==> src/rtl/sdram_pkg.sv <==
// ---------------------------------------------------------------------------
// sdram_pkg
// Shared definitions for the SDRAM front-end blocks: default host address
// width (must match sdram_controller), default transaction timeout, the
// arbiter state encoding and a small grant helper.
// ---------------------------------------------------------------------------
package sdram_pkg;

  localparam int HADDR_WIDTH_DEF    = 25;
  localparam int TIMEOUT_CYCLES_DEF = 64;

  typedef enum logic [1:0] {
    ST_IDLE    = 2'd0,
    ST_ISSUE   = 2'd1,
    ST_WAIT_RD = 2'd2,
    ST_WAIT_WR = 2'd3
  } arb_state_t;

  // One-hot two-port grant to port index (bit 1 set means port 1).
  function automatic logic grant_port(input logic [1:0] grant);
    return grant[1];
  endfunction

endpackage

==> src/rtl/rr_arbiter2.sv <==
// ---------------------------------------------------------------------------
// rr_arbiter2
// Two-requester round-robin pick. Purely combinational; the caller owns the
// last_grant register and updates it when a grant is actually taken.
// Ports:
//   req        in  2  request vector, bit N = port N
//   last_grant in  1  index of the port granted most recently
//   grant      out 2  one-hot grant (all zero when nobody requests)
// ---------------------------------------------------------------------------
module rr_arbiter2 (
  input  logic [1:0] req,
  input  logic       last_grant,
  output logic [1:0] grant
);

  always_comb begin
    grant = 2'b00;
    if (req == 2'b11) begin
      // Contention: the port that did not win last time goes first.
      grant = last_grant ? 2'b01 : 2'b10;
    end else begin
      grant = req;
    end
  end

endmodule

==> src/rtl/sdram_arbiter.sv <==
// ---------------------------------------------------------------------------
// sdram_arbiter
// Round-robin front end that shares one sdram_controller between port 0
// (host bridge) and port 1 (streaming engine). One request is latched at a
// time, presented on the controller's rd/wr strobe interface, and retired as
// read data (pN_rvalid/pN_rdata) or a write-done pulse (pN_wdone). A stuck
// transaction is aborted after TIMEOUT_CYCLES and flagged in sticky err.
//
// Ports:
//   clk, rst                 system clock, synchronous active-high reset
//   pN_req/we/addr/wdata     port N request (held until pN_gnt)
//   pN_gnt                   1-cycle pulse: request latched
//   pN_rvalid/pN_rdata       read completion pulse and held read byte
//   pN_wdone                 1-cycle pulse: write retired
//   err                      sticky timeout flag
//   sd_*                     controller strobe/address/data/handshake
//
// State table:
//   state      | meaning
//   ST_IDLE    | no transaction; arbitrate and latch a request
//   ST_ISSUE   | strobe up, waiting for controller ack (may be refreshing)
//   ST_WAIT_RD | read accepted, waiting for sd_rd_ready
//   ST_WAIT_WR | write accepted, waiting for busy to rise then fall
// ---------------------------------------------------------------------------
module sdram_arbiter
  import sdram_pkg::*;
#(
  parameter int HADDR_WIDTH    = HADDR_WIDTH_DEF,
  parameter int TIMEOUT_CYCLES = TIMEOUT_CYCLES_DEF
) (
  input  logic                   clk,
  input  logic                   rst,

  input  logic                   p0_req,
  input  logic                   p0_we,
  input  logic [HADDR_WIDTH-1:0] p0_addr,
  input  logic [7:0]             p0_wdata,
  output logic                   p0_gnt,
  output logic                   p0_rvalid,
  output logic [7:0]             p0_rdata,
  output logic                   p0_wdone,

  input  logic                   p1_req,
  input  logic                   p1_we,
  input  logic [HADDR_WIDTH-1:0] p1_addr,
  input  logic [7:0]             p1_wdata,
  output logic                   p1_gnt,
  output logic                   p1_rvalid,
  output logic [7:0]             p1_rdata,
  output logic                   p1_wdone,

  output logic                   err,

  output logic [HADDR_WIDTH-1:0] sd_wr_addr,
  output logic [7:0]             sd_wr_data,
  output logic                   sd_wr_enable,
  output logic [HADDR_WIDTH-1:0] sd_rd_addr,
  output logic                   sd_rd_enable,
  input  logic [7:0]             sd_rd_data,
  input  logic                   sd_rd_ready,
  input  logic                   sd_ack,
  input  logic                   sd_busy
);

  localparam int TMR_W = $clog2(TIMEOUT_CYCLES + 1);

  arb_state_t             state_q, state_d;

  logic                   cur_port;
  logic                   cur_we;
  logic [HADDR_WIDTH-1:0] cur_addr;
  logic [7:0]             cur_wdata;
  logic                   last_grant;
  logic                   seen_busy;
  logic [TMR_W-1:0]       tmr;

  logic [1:0]             req_vec;
  logic [1:0]             grant;
  logic                   win;
  logic                   tmr_tc;

  logic                   latch;
  logic                   complete_rd;
  logic                   complete_wr;
  logic                   abort;

  assign req_vec = {p1_req, p0_req};

  rr_arbiter2 u_rr (
    .req        (req_vec),
    .last_grant (last_grant),
    .grant      (grant)
  );

  assign win = grant_port(grant);

  // The timer is loaded with the full budget when a request is latched and
  // counts down once per cycle spent outside IDLE. Seeing 1 means this is
  // the last cycle of the budget, so the abort lands after exactly
  // TIMEOUT_CYCLES cycles in ISSUE/WAIT.
  assign tmr_tc = (tmr == TMR_W'(1));

  // Controller latches address/data only while a strobe is high, so these
  // can follow the latched request unconditionally.
  assign sd_wr_addr   = cur_addr;
  assign sd_rd_addr   = cur_addr;
  assign sd_wr_data   = cur_wdata;
  assign sd_rd_enable = (state_q == ST_ISSUE) && !cur_we;
  assign sd_wr_enable = (state_q == ST_ISSUE) &&  cur_we;

  always_comb begin
    state_d     = state_q;
    latch       = 1'b0;
    complete_rd = 1'b0;
    complete_wr = 1'b0;
    abort       = 1'b0;
    case (state_q)
      ST_IDLE: begin
        if (|req_vec) begin
          latch   = 1'b1;
          state_d = ST_ISSUE;
        end
      end
      ST_ISSUE: begin
        if (sd_ack) begin
          state_d = cur_we ? ST_WAIT_WR : ST_WAIT_RD;
        end else if (tmr_tc) begin
          abort = 1'b1;
        end
      end
      ST_WAIT_RD: begin
        if (sd_rd_ready) begin
          complete_rd = 1'b1;
          state_d     = ST_IDLE;
        end else if (tmr_tc) begin
          abort = 1'b1;
        end
      end
      ST_WAIT_WR: begin
        // busy lags the ack by a cycle; only its falling edge after it
        // has been seen high means the write has retired.
        if (seen_busy && !sd_busy) begin
          complete_wr = 1'b1;
          state_d     = ST_IDLE;
        end else if (tmr_tc) begin
          abort = 1'b1;
        end
      end
      default: state_d = ST_IDLE;
    endcase
    if (abort) begin
      state_d = ST_IDLE;
    end
  end

  always_ff @(posedge clk) begin
    if (rst) begin
      state_q    <= ST_IDLE;
      cur_port   <= 1'b0;
      cur_we     <= 1'b0;
      cur_addr   <= '0;
      cur_wdata  <= '0;
      last_grant <= 1'b1;
      seen_busy  <= 1'b0;
      tmr        <= '0;
      p0_gnt     <= 1'b0;
      p1_gnt     <= 1'b0;
      p0_rvalid  <= 1'b0;
      p1_rvalid  <= 1'b0;
      p0_wdone   <= 1'b0;
      p1_wdone   <= 1'b0;
      p0_rdata   <= '0;
      p1_rdata   <= '0;
      err        <= 1'b0;
    end else begin
      state_q   <= state_d;
      p0_gnt    <= 1'b0;
      p1_gnt    <= 1'b0;
      p0_rvalid <= 1'b0;
      p1_rvalid <= 1'b0;
      p0_wdone  <= 1'b0;
      p1_wdone  <= 1'b0;

      if (latch) begin
        cur_port   <= win;
        cur_we     <= win ? p1_we    : p0_we;
        cur_addr   <= win ? p1_addr  : p0_addr;
        cur_wdata  <= win ? p1_wdata : p0_wdata;
        last_grant <= win;
        p0_gnt     <= !win;
        p1_gnt     <= win;
        seen_busy  <= 1'b0;
        tmr        <= TMR_W'(TIMEOUT_CYCLES);
      end else if (state_q != ST_IDLE) begin
        tmr <= tmr - TMR_W'(1);
      end

      if (state_q == ST_WAIT_WR && sd_busy) begin
        seen_busy <= 1'b1;
      end

      if (complete_rd) begin
        if (cur_port) begin
          p1_rdata  <= sd_rd_data;
          p1_rvalid <= 1'b1;
        end else begin
          p0_rdata  <= sd_rd_data;
          p0_rvalid <= 1'b1;
        end
      end

      if (complete_wr) begin
        p0_wdone <= !cur_port;
        p1_wdone <= cur_port;
      end

      if (abort) begin
        err <= 1'b1;
      end
    end
  end

endmodule

==> config.mk <==
export PLATFORM = sky130hd
export DESIGN_NAME = sdram_arbiter
export DESIGN_NICKNAME = d
export VERILOG_FILES = /design/src/rtl/sdram_pkg.sv /design/src/rtl/rr_arbiter2.sv /design/src/rtl/sdram_arbiter.sv
export SDC_FILE = /design/constraint.sdc
export NUM_CORES = 1
export LEC_CHECK = 0
export CAP_MARGIN = 20
export CORE_UTILIZATION = 38
export CTS_CLUSTER_DIAMETER = 100
export DETAILED_ROUTE_END_ITERATION = 7
export GPL_TIMING_DRIVEN = 1
export PLACE_DENSITY = 0.77
export SLEW_MARGIN = 20
export SYNTH_ARGS = -nofsm -noshare
export SYNTH_HDL_FRONTEND = slang
export SYNTH_SLANG_ARGS = --single-unit
export TNS_END_PERCENT = 5
==> constraint.sdc <==
create_clock -name clk -period 1.8 [get_ports clk]
set_input_delay 0.36 -clock clk [delete_from_list [all_inputs] [get_ports clk]]
set_output_delay 0.36 -clock clk [all_outputs]
set_load 0.02 [all_outputs]
[Yosys cells after proc, flatten, opt, wreduce, memory -nomap -nowiden]
Cells that the tools add are included.
Word-level totals
  register bits after elaboration: 69
  output and inout port bits: 83
Operators by class
  add/sub/neg operators: 1
  equal/unequal tests: 9
  mux-type cells: 28
  bitwise operators: 4
  reductions and logical operators: 21
Operators with widths (number)
  $mux W25: 1
  $mux W1: 16
  $mux W7: 2
  $mux W2: 6
  $reduce_or A2 Y1: 6
  $mux W8: 1
  $ne A2 B2 Y1 const B: 4
  $pmux W2 S4: 1
  $eq A7 B1 Y1 const B: 1
  $sub A7 B1 Y7 const B: 1
  $eq A2 B2 Y1 const B: 3
  $reduce_bool A2 Y1: 3
  $logic_and A1 B1 Y1: 4
  $logic_not A1 Y1: 4
  $not A1 Y1: 4
  $reduce_and A2 Y1: 2
  $reduce_and A4 Y1: 1
  $pmux W1 S3: 1
  $eq A2 B1 Y1 const B: 1
  $logic_not A2 Y1: 1

[Longest topological paths before layout]
Gate-level depths: netlist (run 1).
  word-level depth: 6
  mapped depth: 7

[By module]
Synthesis (run 1) repeated with hierarchy kept, for this count alone.
Second synthesis, totals
  cell total of the unflattened synthesis: 300
  area total of the unflattened synthesis: 2900.3 um2
Modules (own cells, without submodules)
  sdram_arbiter: instances 1, cells each 297, area an instance 2881.5 um2, sequential area each 1381.3 um2
  rr_arbiter2: instances 1, cells each 3, area an instance 18.8 um2, sequential area each 0.0 um2

[Worst setup path before layout (run 1)]
No wires, ideal clock.
  path kind: register -> register
  start point: register tmr[1]
  end point: register state_q[1]
  library setup time: 0.136 ns
  arrival: 1.465 ns
  data required time: 1.664 ns
  slack: 0.200 ns
  stages on the path, launching flop included: 7
  buffers on the path: 0
  clock period less this slack: 1.600 ns
  cell sequence: dfxtp_1 -> inv_1 -> ha_1 -> or4b_2 -> nor3_1 -> nor2b_1 -> a2111oi_0
Between the ends
  cells in the longest elaborated chain, start to end: 5
  elaborated cells on any way between the ends: 7
Ends and longest elaborated chain
  start, declared: RTL line sdram_arbiter.sv:75  | logic [TMR_W-1:0] tmr;
  start signal, assigned: RTL line sdram_arbiter.sv:193  | tmr <= TMR_W'(TIMEOUT_CYCLES);
  start signal, assigned: RTL line sdram_arbiter.sv:195  | tmr <= tmr - TMR_W'(1);
  $eq A7 B1 Y1 *: RTL line sdram_arbiter.sv:101  | assign tmr_tc = (tmr == TMR_W'(1));
  $mux W1 *: RTL line sdram_arbiter.sv:127, sdram_arbiter.sv:135, sdram_arbiter.sv:145
  $mux W1 (on tied branches): RTL line sdram_arbiter.sv:142, sdram_arbiter.sv:125, sdram_arbiter.sv:132
  $pmux W1 S3 *: RTL line sdram_arbiter.sv:117  | case (state_q)
  $reduce_or A2 Y1 (no line) *
  end signal, assigned: RTL line sdram_arbiter.sv:176  | state_q <= state_d;
  end, declared: RTL line sdram_arbiter.sv:67  | arb_state_t state_q, state_d;
Mark *: on every way between the ends. The rest lies on a longest branch, timed or not.
A chain may end at the register's enable or synchronous reset.

[Worst setup path in the final report (run 1)]
  start point: register tmr[0]
  end point: register state_q[1]
Same word-level chain as after synthesis.

==> results of run 1 <==
## metal layers
layer / routed length [um] / track usage (%) / vias up
met5: 0 / 0 / -
li1: - / - / 1383
met1: 3351 / 23.15 / 1300
met2: 4021 / 33.43 / 91
met4: 130 / 8.802 / 0
met3: 414 / 3.509 / 9
## layout make-up
cell class	count	area (um2)	area share, %
multi-input cells	214	1200	25.65
clock inverters	4	25.02	0.5349
clock buffers	11	141.4	3.022
inverters	4	15.01	0.3209
well taps	99	123.9	2.648
flip-flops and latches	69	1381	29.53
repair buffers	179	1792	38.30
## path summary, 6_finish.rpt
kind                 startpoint       endpoint  slack (ns)  cells after the start
hold / removal    sd_wr_data[7]  sd_wr_data[7]        0.43                      2
hold reg to reg   sd_wr_data[7]  sd_wr_data[7]        0.43                      2
setup / recovery         tmr[0]     state_q[1]        0.09                      5
setup reg to reg         tmr[0]     state_q[1]        0.09                      5
## sequential cells by signal, indices dropped and copies added, names as in the netlist, 2 cells and up
| register | flops |
|---|---|
| p1_rdata | 8 |
| state_q | 2 |
| sd_wr_data | 8 |
| sd_rd_addr | 25 |
| tmr | 7 |
| p0_rdata | 8 |
## stage by stage
stage               util [%]  instance area [um2]  TNS [ns]
floorplan                  -                 2880         0
global placement       61.81                 4507         0
detailed placement     61.81                 4507   -0.6621
CTS                    64.05                 4671         0
global route           64.16                 4678         0
finish                 64.16                 4678         0
## cells in the final DEF (no fill, tap or decap), types with 2 or more instances in the layout
cell / synthesis / routed
or3_1: 2 / 2
xnor2_1: 4 / 4
nand2_1: 102 / 102
dlygate4sd2_1: 0 / 2
clkinv_2: 0 / 2
nor4_1: 2 / 2
dfxtp_1: 69 / 69
clkbuf_8: 0 / 10
nor3_1: 5 / 4
buf_4: 25 / 11
a22oi_2: 8 / 8
nand2b_1: 3 / 3
nor4b_1: 2 / 2
nor2_1: 16 / 16
a22oi_1: 26 / 26
buf_12: 0 / 3
nor3b_1: 2 / 2
a21o_1: 2 / 2
clkdlybuf4s50_1: 0 / 163
a21oi_1: 16 / 16
ha_1: 2 / 2
inv_1: 4 / 4
clkinvlp_4: 0 / 2
## worst register-to-register path, stage by stage (launching register included)
cell and delay [ns]:
dfxtp_1 0.37, ha_1 0.16, or4b_2 0.59, nor3_2 0.16, nor2b_2 0.19, a2111oi_0 0.08
## cells by family (layout without fill, tap and decap cells)
| kind of cell | Yosys count | count (layout) | share of synthesized area (%) |
|---|---|---|---|
| DFF | 69 | 69 | 47.96 |
| xor gates and xnor gates | 5 | 5 | 1.520 |
| adders and majority gates | 2 | 2 | 0.8687 |
| and+or+nand+nor | 141 | 141 | 20.90 |
| buffers and inverters | 47 | 198 | 10.64 |
| AOI/OAI and AO/OA | 66 | 66 | 18.12 |
## power groups by stage
stage | clock network (mW) | registers [mW] | logic, mW
floorplan | 0 | 2.28 | 1.16
global placement | 0 | 2.06 | 2.24
detailed placement | 0 | 2.07 | 2.28
CTS | 1.10 | 2.04 | 2.28
global route | 1.18 | 2.09 | 2.46
finish | 1.07 | 2.04 | 2.26
## repair_timing
item                       in CTS  in global routing
pin swaps                       0                  0
resized for setup               2                  2
cloned                          0                  0
setup endpoints to repair       2                  3
hold endpoints to repair        0                  0
==> summary.txt, run 1 <==
STA
  • Slew at the pin with the worst max-slew slack: between 0.4 and 0.5 ns
  • # setup viols final: 0
  • Fmax: between 500 and 600 MHz
  • Slew Limit Headroom: between 70% and 80%
  • Min setup slack post-route: 0.09445 ns
  • Max Clock Skew: around 0.0071 ns
  • Slew Viols, Final: 0
  • Final Cycle Share: 94.75%
  • Final hold violations: 0
  • RSZ-0062 raised after global routing: no
  • Hold Slack: 0.4343 ns
  • Final min period: 1.706 ns

Floorplanning
  • Die extent in y: 89.06 um
  • Core area: between 0.007 and 0.008 mm2
  • Io pins: 166
  • Width of the die: 89.06 um
  • Die ar.: 0.007932 mm2
  • Starting Density: 39.50%
  • Row Count: 31

Clock tree
  • Root buffer cell: clkbuf_8
  • Clock Path Buffers: 2
  • Worst-path clk slew: around 0.07 ns
  • Setup bufs post-CTS: 0
  • Clk sinks: 69
  • H-tree depth: 3
  • CTS buffer count: 9
  • Clk Latency, worst-skew pair: around 0.33 ns
  • CTS Hold Buffers Added: 0
  • CTS tree: yes

Detailed routing
  • First drt pass iteration count: 4
  • Via/cell ratio: between 4 and 5
  • Avg WL per Cell: 13.65 um
  • Initial DRC count: 125
  • Vias: 2783
  • Post-DRT Antenna Nets: 0
  • Post-Route WL: 7917 um
  • # DRC: 0

Synthesis
  • Syn_nets: approximately 420
  • Synthesis-stage register bit count: 69
  • Most frequent cell after synthesis: nand2_1
  • Post-synth cell types: 43
  • Top FF cell, synth: dfxtp_1
  • Post-Syn Instances: 330
  • Post-synth top area share: 47.96%
  • EDFF count, synth: 0
  • YS warnings: 0
  • Area of the mapped netlist: between 0.002 and 0.003 mm2
  • Sequential fraction of the synthesis area: between 40% and 50%
  • Post-synth top area cell: dfxtp_1
  • Area contributors post-synth: dfxtp_1 (48%), nand2_1 (13%), a22oi_1 (6.8%)
  • Mean post-synth cell area: 8.728 um2
  • Post-synthesis async set-or-reset flop share: 0%
  • Post-synth top cells: nand2_1 (102), dfxtp_1 (69), a22oi_1 (26), buf_4 (25)

Final layout
  • Post-Layout Cell Count: between 500 and 600
  • Diode count: 0
  • Share of cells above drive strength 1: 9.148%
  • # fillers: 623
  • Area Overhead vs Synth: 62.42%
  • Nets@finish: 562

Job
  • Max-capacitance violation count: 0

Pwr
  • NetSw: 1.899 mW
  • Sw Share: 35.29%
  • Combinational power share: a little over two fifths
  • Seq pwr share: 38.0%
  • Pint: 3.481 mW
  • Overall Power: 5.379 mW
  • LEAKAGE: approximately 1.8 nW
  • Pwr dens: 1150 mW/mm2
  • Clock share of power: 19.9%
  • Peak supply drop: between 0.5 and 0.6 mV

GRT
  • First-pass GRT wire length: 11590 um
  • Largest net degree at the start of global routing: 37
  • Vias in the first global route: between 2000 and 2500
  • GRT Total Usage: 19.22%
  • Remaining global-route overflow: 0
  • Antenna violations before repair: 0

Placement
  • Hpwl dp: 5966 um
  • Buffers added on ports: 165
  • Pre-CTS WS: -0.03595 ns
  • Final GP Congestion: roughly 0.75
  • Inst Count DP: around 570

Critical path
  • Worst-path cell chain: ha_1, or4b_2, nor3_2, nor2b_2, a2111oi_0
  • WS Path Type: flip-flop to flip-flop
  • Largest fanout on the critical path: 4
  • CP max stage cell: or4b_2
  • Critical Path Sink Type: flip-flop
  • Crit path buffers/inverters: 0
  • Arrival time worst endpoint: 1.89 ns
  • Crit path largest cell delay: 0.59 ns
  • Largest delay contributor family on the critical path: simple AND/OR/NAND/NOR gates
  • Crit path required time: around 2.0 ns
  • Setup crit start kind: flip-flop

Hold path
  • Hold Path Class: flip-flop to flip-flop

Status
  • Outcome: finished, final reports clean
(Power assumes the default switching activity.)
==> run 2, diff against run 1 <==
MAX_ROUTING_LAYER = met4   (was not set)
==> run 2 against run 1 <==
Net effect:
- critical path depth unchanged
- total power is essentially flat
- sequential cell count unchanged
- design area stayed put
- fmax about the same
- die area unchanged
- clock power barely moved
- sequential share of layout area did not move
- hold slack about the same
- worst setup slack about the same
- critical endpoint unchanged
- highest routed layer unchanged
==> summary.txt, run 2 (synthesis gave the netlist of run 1 again) <==
Detailed routing
  • Avg WL per Cell: 13.65 um
  • Vias: 2808
  • Post-Route WL: 7917 um
  • # DRC: 0
  • Initial DRC count: between 100 and 150
  • Via/cell ratio: 4.841
  • First drt pass iteration count: 4
  • Post-DRT Antenna Nets: 0

Floorplanning
  • Die extent in y: between 80 and 90 um
  • Core area: about 0.0073 mm2
  • Width of the die: 89.06 um
  • Row Count: 31
  • Io pins: 166
  • Die ar.: 0.007932 mm2
  • Starting Density: 39.50%

Final layout
  • Area Overhead vs Synth: 62.42%
  • Multi-input logic area: 0.001200 mm2
  • # fillers: 623
  • Design area: 0.004678 mm2
  • Share of cells above drive strength 1: 9.148%
  • Seq. cell area: 0.001381 mm2
  • Diode count: 0
  • Nets@finish: between 500 and 600
  • Leading cell type in the layout, fill and taps excluded: clkdlybuf4s50_1
  • Largest register FFs: 25
  • Commonest cells after routing, fill and taps aside: clkdlybuf4s50_1 (163), nand2_1 (102), dfxtp_1 (69)

GRT
  • Vias in the first global route: 2439
  • Remaining global-route overflow: 0
  • Largest net degree at the start of global routing: 37
  • Antenna violations before repair: 0
  • First-pass GRT wire length: 11610 um
  • GRT Total Usage: 19.86%

Pwr
  • Pwr dens: 1150 mW/mm2
  • Peak supply drop: 0.5834 mV
  • LEAKAGE: 1.809 nW

Status
  • Outcome: finished, final reports clean

Clock tree
  • CTS tree: yes
  • Root buffer cell: clkbuf_8
  • Worst-path clk slew: ~0.07 ns
  • Clk sinks: 69
  • Clk Latency, worst-skew pair: 0.33 ns
  • Setup bufs post-CTS: 0
  • H-tree depth: 3
  • Clock Path Buffers: 2
  • CTS buffer count: 9

Critical path
  • Crit path required time: 1.99 ns
  • Critical Path Sink Type: flip-flop
  • WS Path Type: flip-flop to flip-flop
  • Largest fanout on the critical path: 4
  • Setup crit start kind: flip-flop
  • Arrival time worst endpoint: 1.89 ns

STA
  • Final Cycle Share: 94.74%
  • Slew at the pin with the worst max-slew slack: 0.4421 ns
  • Aggregate negative setup slack: 0 ns
  • RSZ-0062 raised after global routing: no
  • Slew Viols, Final: 0
  • Fmax: roughly 590 MHz
  • Hold Slack: 0.4346 ns
  • Slew Limit Headroom: 70.42%
  • Min setup slack post-route: 0.09470 ns
  • Final min period: 1.705 ns
  • Max Clock Skew: 0.006051 ns
  • Final hold violations: 0
  • # setup viols final: 0

Job
  • Max-capacitance violation count: 0

Placement
  • Pre-CTS WS: -0.03595 ns
  • Buffers added on ports: 165
  • Final GP Congestion: ~0.76
  • Hpwl dp: 5966 um
  • Post-placement cell area: about 0.0045 mm2

Hold path
  • Hold Path Class: flip-flop to flip-flop
==> run 2: what timing repair did <==
| action | in CTS | in global routing |
|---|---|---|
| hold buffers | 0 | 0 |
| resized for setup | 2 | 2 |
| endpoints found under the setup margin | 2 | 3 |
==> run 2: per-layer routing <==
layer / track usage [%] / up-vias / share of wire [%]
met5: - / - / 0
met4: 8.802 / 0 / 1.7
met3: 3.416 / 13 / 5.3
met2: 33.43 / 104 / 51
met1: 23.32 / 1310 / 42
li1: - / 1381 / -
==> run 2: power by group <==
part           switching (mW)  leakage, nW  internal (mW)
Sequential              0.224        0.565           1.82
Combinational            1.13         1.16           1.13
Clock                   0.542       0.0812          0.525
==> run 2: final cells by class <==
type	instances	area share, %
Timing Repair Buffer	179	38.30
Sequential cell	69	29.53
Multi-Input combinational cell	214	25.65
Clock buffer	11	3.022
Tap cell	99	2.648
Clock inverter	4	0.5349
Inverter	4	0.3209
==> run 2: worst paths after layout <==
check	start	end	slack (ns)	cells after the start
setup / recovery	tmr[0]	state_q[1]	0.09	5
hold reg to reg	sd_wr_data[7]	sd_wr_data[7]	0.43	2
setup reg to reg	tmr[0]	state_q[1]	0.09	5
hold / removal	sd_wr_data[7]	sd_wr_data[7]	0.43	2
==> run 2: critical path, stage by stage, from the launching register on <==
cell and delay, ns:
dfxtp_1 0.37, ha_1 0.16, or4b_2 0.59, nor3_2 0.16
nor2b_2 0.19, a2111oi_0 0.08
==> run 2: per-stage QoR <==
| step | instances | power, mW | utilization [%] |
|---|---|---|---|
| floorplan | 330 | 3.437 | - |
| global placement | 565 | 4.302 | 61.81 |
| detailed placement | 565 | 4.354 | 61.81 |
| CTS | 580 | 5.419 | 64.05 |
| global route | 580 | 5.720 | 64.16 |
| finish | 580 | 5.378 | 64.16 |
